**src/rtl/mc_pkg.sv**
```systemverilog
// Shared encodings for the multicycle controller: opcodes, functs, FSM states, ALU codes.
// Pure constants and types, no logic.
package mc_pkg;

  localparam logic [5:0] OP_RTYPE = 6'b000000;
  localparam logic [5:0] OP_LW    = 6'b100011;
  localparam logic [5:0] OP_SW    = 6'b101011;
  localparam logic [5:0] OP_BEQ   = 6'b000100;
  localparam logic [5:0] OP_ADDI  = 6'b001000;
  localparam logic [5:0] OP_J     = 6'b000010;
  localparam logic [5:0] OP_LUI   = 6'b001111;

  localparam logic [5:0] F_ADD = 6'b100000;
  localparam logic [5:0] F_SUB = 6'b100010;
  localparam logic [5:0] F_AND = 6'b100100;
  localparam logic [5:0] F_OR  = 6'b100101;
  localparam logic [5:0] F_SLT = 6'b101010;

  localparam logic [1:0] ALUOP_ADD   = 2'b00;
  localparam logic [1:0] ALUOP_SUB   = 2'b01;
  localparam logic [1:0] ALUOP_FUNCT = 2'b10;

  localparam logic [2:0] ALU_AND = 3'b000;
  localparam logic [2:0] ALU_OR  = 3'b001;
  localparam logic [2:0] ALU_ADD = 3'b010;
  localparam logic [2:0] ALU_SUB = 3'b110;
  localparam logic [2:0] ALU_SLT = 3'b111;

  typedef enum logic [3:0] {
    S_FETCH,
    S_DECODE,
    S_MEMADR,
    S_MEMRD,
    S_MEMWB,
    S_MEMWR,
    S_EXECUTE,
    S_ALUWB,
    S_BRANCH,
    S_ADDIEX,
    S_ADDIWB,
`ifdef LUI_SUPPORT_EN
    S_LUIWB,
`endif
    S_JUMP
  } state_t;

endpackage

```
**src/rtl/aludec.sv**
```systemverilog
// ALU operation decoder: aluop/funct -> alucontrol.
// Purely combinational, zero latency, no flow control.
module aludec
  import mc_pkg::*;
(
  input  logic [1:0] aluop,
  input  logic [5:0] funct,
  output logic [2:0] alucontrol
);

  always_comb begin
    alucontrol = ALU_ADD;
    case (aluop)
      ALUOP_ADD: alucontrol = ALU_ADD;
      ALUOP_SUB: alucontrol = ALU_SUB;
      ALUOP_FUNCT: begin
        case (funct)
          F_ADD:   alucontrol = ALU_ADD;
          F_SUB:   alucontrol = ALU_SUB;
          F_AND:   alucontrol = ALU_AND;
          F_OR:    alucontrol = ALU_OR;
          F_SLT:   alucontrol = ALU_SLT;
          default: alucontrol = ALU_ADD;
        endcase
      end
      default: alucontrol = ALU_ADD;
    endcase
  end

endmodule

```
**src/rtl/multicycle_ctrl.sv**
```systemverilog
// Multicycle MIPS-subset control FSM driving all datapath selects and write enables.
// Moore outputs; FETCH, MEMRD and MEMWR stall until mem_ready. LUI path built with LUI_SUPPORT_EN.
module multicycle_ctrl
  import mc_pkg::*;
(
  input  logic       clk,
  input  logic       reset,
  input  logic [5:0] op,
  input  logic [5:0] funct,
  input  logic       zero,
  input  logic       mem_ready,
  output logic       iord,
  output logic       memwrite,
  output logic       irwrite,
  output logic       regdst,
  output logic [1:0] memtoreg,
  output logic       regwrite,
  output logic       alusrca,
  output logic [1:0] alusrcb,
  output logic       immsrc,
  output logic [2:0] alucontrol,
  output logic [1:0] pcsrc,
  output logic       pcen
);

  state_t     state, state_nxt;
  logic       pcwrite;
  logic       branch;
  logic [1:0] aluop;

  always_ff @(posedge clk) begin
    if (reset) state <= S_FETCH;
    else       state <= state_nxt;
  end

  aludec u_aludec (
    .aluop      (aluop),
    .funct      (funct),
    .alucontrol (alucontrol)
  );

  always_comb begin
    state_nxt = state;
    iord      = 1'b0;
    memwrite  = 1'b0;
    irwrite   = 1'b0;
    regdst    = 1'b0;
    memtoreg  = 2'b00;
    regwrite  = 1'b0;
    alusrca   = 1'b0;
    alusrcb   = 2'b00;
    immsrc    = 1'b0;
    pcsrc     = 2'b00;
    pcwrite   = 1'b0;
    branch    = 1'b0;
    aluop     = ALUOP_ADD;

    case (state)
      S_FETCH: begin
        alusrcb = 2'b01;
        irwrite = mem_ready;
        pcwrite = mem_ready;
        if (mem_ready) state_nxt = S_DECODE;
      end
      S_DECODE: begin
        alusrcb = 2'b11;
        case (op)
          OP_LW, OP_SW: state_nxt = S_MEMADR;
          OP_RTYPE:     state_nxt = S_EXECUTE;
          OP_BEQ:       state_nxt = S_BRANCH;
          OP_ADDI:      state_nxt = S_ADDIEX;
          OP_J:         state_nxt = S_JUMP;
`ifdef LUI_SUPPORT_EN
          OP_LUI:       state_nxt = S_LUIWB;
`endif
          default:      state_nxt = S_FETCH;
        endcase
      end
      S_MEMADR: begin
        alusrca   = 1'b1;
        alusrcb   = 2'b10;
        state_nxt = (op == OP_SW) ? S_MEMWR : S_MEMRD;
      end
      S_MEMRD: begin
        iord = 1'b1;
        if (mem_ready) state_nxt = S_MEMWB;
      end
      S_MEMWB: begin
        regwrite  = 1'b1;
        memtoreg  = 2'b01;
        state_nxt = S_FETCH;
      end
      S_MEMWR: begin
        iord     = 1'b1;
        memwrite = 1'b1;
        if (mem_ready) state_nxt = S_FETCH;
      end
      S_EXECUTE: begin
        alusrca   = 1'b1;
        aluop     = ALUOP_FUNCT;
        state_nxt = S_ALUWB;
      end
      S_ALUWB: begin
        regwrite  = 1'b1;
        regdst    = 1'b1;
        state_nxt = S_FETCH;
      end
      S_BRANCH: begin
        alusrca   = 1'b1;
        aluop     = ALUOP_SUB;
        pcsrc     = 2'b01;
        branch    = 1'b1;
        state_nxt = S_FETCH;
      end
      S_ADDIEX: begin
        alusrca   = 1'b1;
        alusrcb   = 2'b10;
        state_nxt = S_ADDIWB;
      end
      S_ADDIWB: begin
        regwrite  = 1'b1;
        state_nxt = S_FETCH;
      end
      S_JUMP: begin
        pcsrc     = 2'b10;
        pcwrite   = 1'b1;
        state_nxt = S_FETCH;
      end
`ifdef LUI_SUPPORT_EN
      S_LUIWB: begin
        regwrite  = 1'b1;
        memtoreg  = 2'b10;
        immsrc    = 1'b1;
        state_nxt = S_FETCH;
      end
`endif
      default: state_nxt = S_FETCH;
    endcase

    pcen = pcwrite | (branch & zero);

`ifndef LUI_SUPPORT_EN
    immsrc      = 1'b0;
    memtoreg[1] = 1'b0;
`endif

    // Architectural writes are suppressed combinationally for every reset cycle.
    if (reset) begin
      regwrite = 1'b0;
      memwrite = 1'b0;
      irwrite  = 1'b0;
      pcen     = 1'b0;
    end
  end

endmodule

```
**config.mk**
```make
export PLATFORM = sky130hd
export DESIGN_NAME = multicycle_ctrl
export DESIGN_NICKNAME = d
export VERILOG_FILES = /design/src/rtl/mc_pkg.sv /design/src/rtl/aludec.sv /design/src/rtl/multicycle_ctrl.sv
export SDC_FILE = /design/constraint.sdc
export NUM_CORES = 1
export LEC_CHECK = 0
export CAP_MARGIN = 40
export CORE_MARGIN = 3
export CORE_UTILIZATION = 38
export DETAILED_ROUTE_END_ITERATION = 10
export MAX_ROUTING_LAYER = met4
export PLACE_DENSITY = 0.79
export SETUP_SLACK_MARGIN = 0.4
export SYNTH_ARGS = -nofsm -noshare
export SYNTH_HDL_FRONTEND = slang
export SYNTH_SLANG_ARGS = --single-unit
```
**constraint.sdc**
```tcl
create_clock -name clk -period 2.4 [get_ports clk]
set_clock_uncertainty 0.15 [all_clocks]
set_input_delay 0.36 -clock clk [delete_from_list [all_inputs] [get_ports clk]]
set_output_delay 0.36 -clock clk [all_outputs]
set_load 0.02 [all_outputs]
```
* Word-level counts from Yosys, hierarchy flattened *
Cells that the tools add are included.

operators by class
  eq/ne operators = 25
  mux-type cells = 24
  bitwise logic cells = 2
  reduce and logical (&&, ||, !) cells = 8

operators with widths
  kind                  number
  $eq A6 B6 Y1 const B  6
  $pmux W4 S7           1
  $pmux W4 S5           1
  $eq A4 B3 Y1 const B  4
  $eq A4 B4 Y1 const B  4
  $mux W1               12
  $mux W4               3
  $pmux W3 S4           1
  $eq A4 B2 Y1 const B  2
  $pmux W2 S2           2
  $eq A6 B2 Y1 const B  1
  $eq A6 B3 Y1 const B  1
  $eq A6 B4 Y1 const B  1
  $logic_not A6 Y1      1
  $ne A2 B2 Y1 const B  3
  $pmux W2 S3           1
  $pmux W3 S2           1
  $reduce_or A2 Y1      3
  $eq A4 B1 Y1 const B  1
  $logic_not A4 Y1      1
  $reduce_or A4 Y1      1
  $mux W3               1
  $reduce_and A3 Y1     1
  $reduce_or A3 Y1      1
  5 further kinds       5

word-level totals
  bits in registers = 4
  bits of input ports = 16
  output and inout bits = 17
  logic and storage cells = 60

* Depth between registers and ports, before layout *
  depth after elaboration = 5
  mapped depth = 7
  depth with buffers taken out = 6

* By module *
From an unflattened synthesis, not the netlist that was laid out.

second synthesis, totals
  cells, all modules = 90
  area, all modules = 655.6 µm²

modules (own cells, without submodules)
  module           instances  cells an instance  area an instance (µm²)  seq. area each (µm²)
  multicycle_ctrl  1          75                 536.8                   80.1
  aludec           1          15                 118.9                   0.0

* Worst setup path after synthesis *
No wires, ideal clock.

  path type = reg-to-output
  start point = register state[0]
  end point = output port alucontrol[2]
  data arrival time = 1621 ps
  required time = 1890 ps
  setup slack = 269 ps
  stages on the path, launching flop included = 7
  path through = dfxtp_1 -> clkbuf_1 -> or3_1 -> inv_1 -> ha_1 -> a31oi_1 -> nor2_1

on the way
  cells in the longest elaborated chain, start to end = 4
  elaborated cells on any way between the ends = 6
  classes of those cells = eq/ne: 4; mux: 2

RTL lines
  item                                          RTL line               source
  start: declaration                            multicycle_ctrl.sv:26  state_t state, state_nxt;
  start signal: assignment                      multicycle_ctrl.sv:33  else state <= state_nxt;
  $eq A4 B4 Y1 or $eq A4 B3 Y1 (tied branches)  multicycle_ctrl.sv:58  case (state)
  $pmux W2 S2 (*)                               multicycle_ctrl.sv:58
  $eq A2 B2 Y1 or $eq A2 B1 Y1 (tied branches)  aludec.sv:13           case (aluop)
  $pmux W3 S2 (*)                               aludec.sv:13
  end: declaration                              multicycle_ctrl.sv:21  output logic [2:0] alucontrol,

Mark *: on every way between the ends. The rest lies on a longest branch, timed or not.

* Worst setup path in the final report *
  start point = register state[2]
  end point = output port alucontrol[1]

Same word-level chain as after synthesis.

==> impl_metrics.py <==
metrics = {
    "status": {
        "status": "finished clean",
    },
    "min_path": {
        "hold-path-cell-count": 2,
        "hp-class": "reg -> reg",
    },
    "synthesis": {
        "syn-cell-area_um2": 611,
        "synthCells": 90,
        "synth_edf_count": 0,
        "async_flop_share_pct": 0,
        "ys_warn_count": 0,
        "synth_seq_area_share_pct": 13.1,
        "yosys.cell_types.count": 35,
        "synth.avg_cell_area_um2": 6.78,
        "ys_seq_elements": 4,
        "synth_ff_type": "dfxtp_1",
    },
    "sta": {
        "min_period_ns": 2.21,
        "fin_crit_sh_pct": 92.1,
        "clock.fmax_ghz": 0.452,
        "layout_setup_ws_ns": 0.190,
        "rsz0062_at_grt": "yes",
        "finalSetupTns_ns": 0,
        "setup_viol": 0,
        "hold_viol_final": 0,
        "whs_ns": 0.490,
        "maxSlewViolCount": 0,
    },
    "clock_tree": {
        "clock_sinks": 4,
        "cts_setup_buffers": 0,
        "cts_inserted_buffers": 3,
        "postCtsHoldBufs": 0,
        "clockBufferDepth": 2,
        "cts_tree": "built",
        "cts-root-buf": "clkbuf_4",
        "insertion_delay_ns": 0.25,
        "clk_pin_slew_worst_paths_ns": 0.04,
        "h-tree-depth": 1,
    },
    "cells_and_area": {
        "antenna_cells": 0,
        "final_cells": 144,
        "largestRegisters": "state (4)",
        "largest_register_ff_count": 4,
        "design_area_um2": 1090,
        "final_layout_size_suffix_gt1_share_pct": 39.5,
        "regMostFlops": "state",
        "layout.nets": 149,
        "synthToLayoutAreaGrowth_pct": 78.7,
    },
    "placed_design": {
        "pre_cts_ws_ns": -0.0979,
        "place.gp.congestion": 0.833,
        "dp_hpwl_um": 1640,
        "placed_area_um2": 996,
        "port_buffers": 30,
        "dp.cells": 141,
    },
    "setup_path": {
        "path_class": "reg -> out",
        "end_kind": "output pin",
        "worstPathBufferInverterCount": 1,
        "crit_chain": "nand2b_4, or3_4, ha_4, a211o_1, buf_2",
        "arrival_ns": 1.70,
        "critical-path-top-delay-family": "simple AND/OR/NAND/NOR gates",
        "start_kind": "flip-flop",
        "crit_fanout": 3,
        "critical_path_depth": 5,
        "r2r_cells": 4,
        "cpMaxStageDelayCell": "or3_4",
        "slowest_delay_ns": 0.35,
        "cp.required_ns": 1.89,
    },
    "global_routing": {
        "antenna_found_initial": 0,
        "grt_max_degree": 16,
        "grtUsageTotal_pct": 26.8,
        "overflow": 0,
        "grt_first_pass_wirelength_um": 3910,
        "grt_pass1_vias": 797,
    },
    "pwr": {
        "power.static_leakage_nw": 0.422,
        "ir_drop_uv": 155,
        "cellPowerDensity_nw_per_um2": 256,
    },
    "drt": {
        "vias": 859,
        "drtPass1Iterations": 5,
        "drcViolationCount": 0,
        "drt-total-wl_um": 2390,
        "first_iter_violations": 32,
        "routedWlPerCell_um": 16.6,
        "viasPerCell": 5.97,
        "postRouteAntennaNets": 0,
    },
    "floorplanning": {
        "fp-row-count": 13,
        "die_y_um": 46.1,
        "coreArea_um2": 1400,
        "initial_core_util_pct": 43.6,
        "die_w_um": 46.1,
        "die-area_um2": 2120,
        "io_pins": 33,
    },
    "job": {
        "cap_violations": 0,
    },
}
cells in the mapped netlist, drive strengths merged, types with 2 or more instances:
cell,n,area [um2]
mux2i,2,20.0
or2,5,33.8
inv,4,15.0
nand2b,9,63.8
xnor2,2,17.5
nor4,4,25.0
nor3b,2,15.0
or4,2,15.0
nor3,9,45.0
nor2,8,30.0
a211oi,3,22.5
a21oi,5,25.0
buf,6,33.8
o21ai,2,10.0
a31oi,5,31.3
or3,2,12.5
ha,2,25.0
dfxtp,4,80.1
nand2,3,11.3
final cells by class:
type | count | area, um2
tap | 15 | 18.8
timing repair buffer | 42 | 349
fill | 103 | 308
inverter | 4 | 15.0
multi-input combinational | 76 | 602
clock buffer | 3 | 22.5
sequential | 4 | 83.8
cell families (layout without fill, tap and decap cells):
kind of cell,after synthesis,count (layout),synth area share [%]
buffers and inverters,11,49,8.60
DFF,4,4,13.1
muxes,3,3,5.12
adders and majority gates,2,2,4.10
AOI/OAI and AO/OA,20,20,20.9
and+or+nand+nor,47,47,44.7
xor gates and xnor gates,2,2,2.87
other,1,2,0.614
power breakdown:
part	internal [W]	switching [W]	leakage [nW]
Clock	0.0000562	0.0000323	0.0138
Sequential	0.0000694	0.00000302	0.0340
Combinational	0.0000600	0.0000585	0.374
path summary, 6_finish.rpt:
| kind | slack (ns) | endpoint | start |
|---|---|---|---|
| setup / recovery | 0.19 | alucontrol[1] | state[2] |
| hold reg to reg | 0.49 | state[0] | state[3] |
| setup reg to reg | 0.60 | state[1] | state[2] |
| hold / removal | 0.49 | state[0] | state[3] |
metrics by stage:
stage / util [%] / power, W
6_report: 78.0 / 0.000280
5_1_grt: 78.0 / 0.000294
4_1_cts: 76.3 / 0.000266
3_5_place_dp: 71.2 / 0.000184
3_3_place_gp: 71.2 / 0.000181
2_1_floorplan: - / 0.000130
placed cells by master, fill, tap and decap left out, types with 2 or more instances in the layout:
master	count
or4_1	2
ha_4	2
buf_4	13
a31oi_1	4
nand2b_1	4
clkdlybuf4s50_1	13
clkbuf_4	3
mux2i_1	2
nor3_1	9
inv_2	2
or2_4	3
dlygate4sd2_1	4
dfxtp_2	3
nor2_1	6
o21ai_0	2
xnor2_1	2
or2_1	2
a211oi_1	3
buf_6	3
nand2_1	3
a21oi_1	4
inv_1	2
conb_1	2
buf_2	4
nor2_2	2
clkbuf_2	4
nand2b_4	5
nor4_1	3
per-layer routing:
metal	vias up	track usage, %	wire length, um
met5	-	-	0
met4	0	13.6	87
met3	7	1.17	141
met2	46	47.0	1190
met1	402	30.5	968
li1	404	-	-
worst min-delay path: stages (launching register included):
cell and delay [ns]:
dfxtp_2 0.37, buf_6 0.17, a211oi_1 0.06
timing repair:
item / in CTS / in global routing
cloned: 0 / 0
resized for setup: 62 / 23
endpoints found under the setup margin: 15 / 12
pin swaps: 5 / 2
Power figures use the tool's default switching activity.
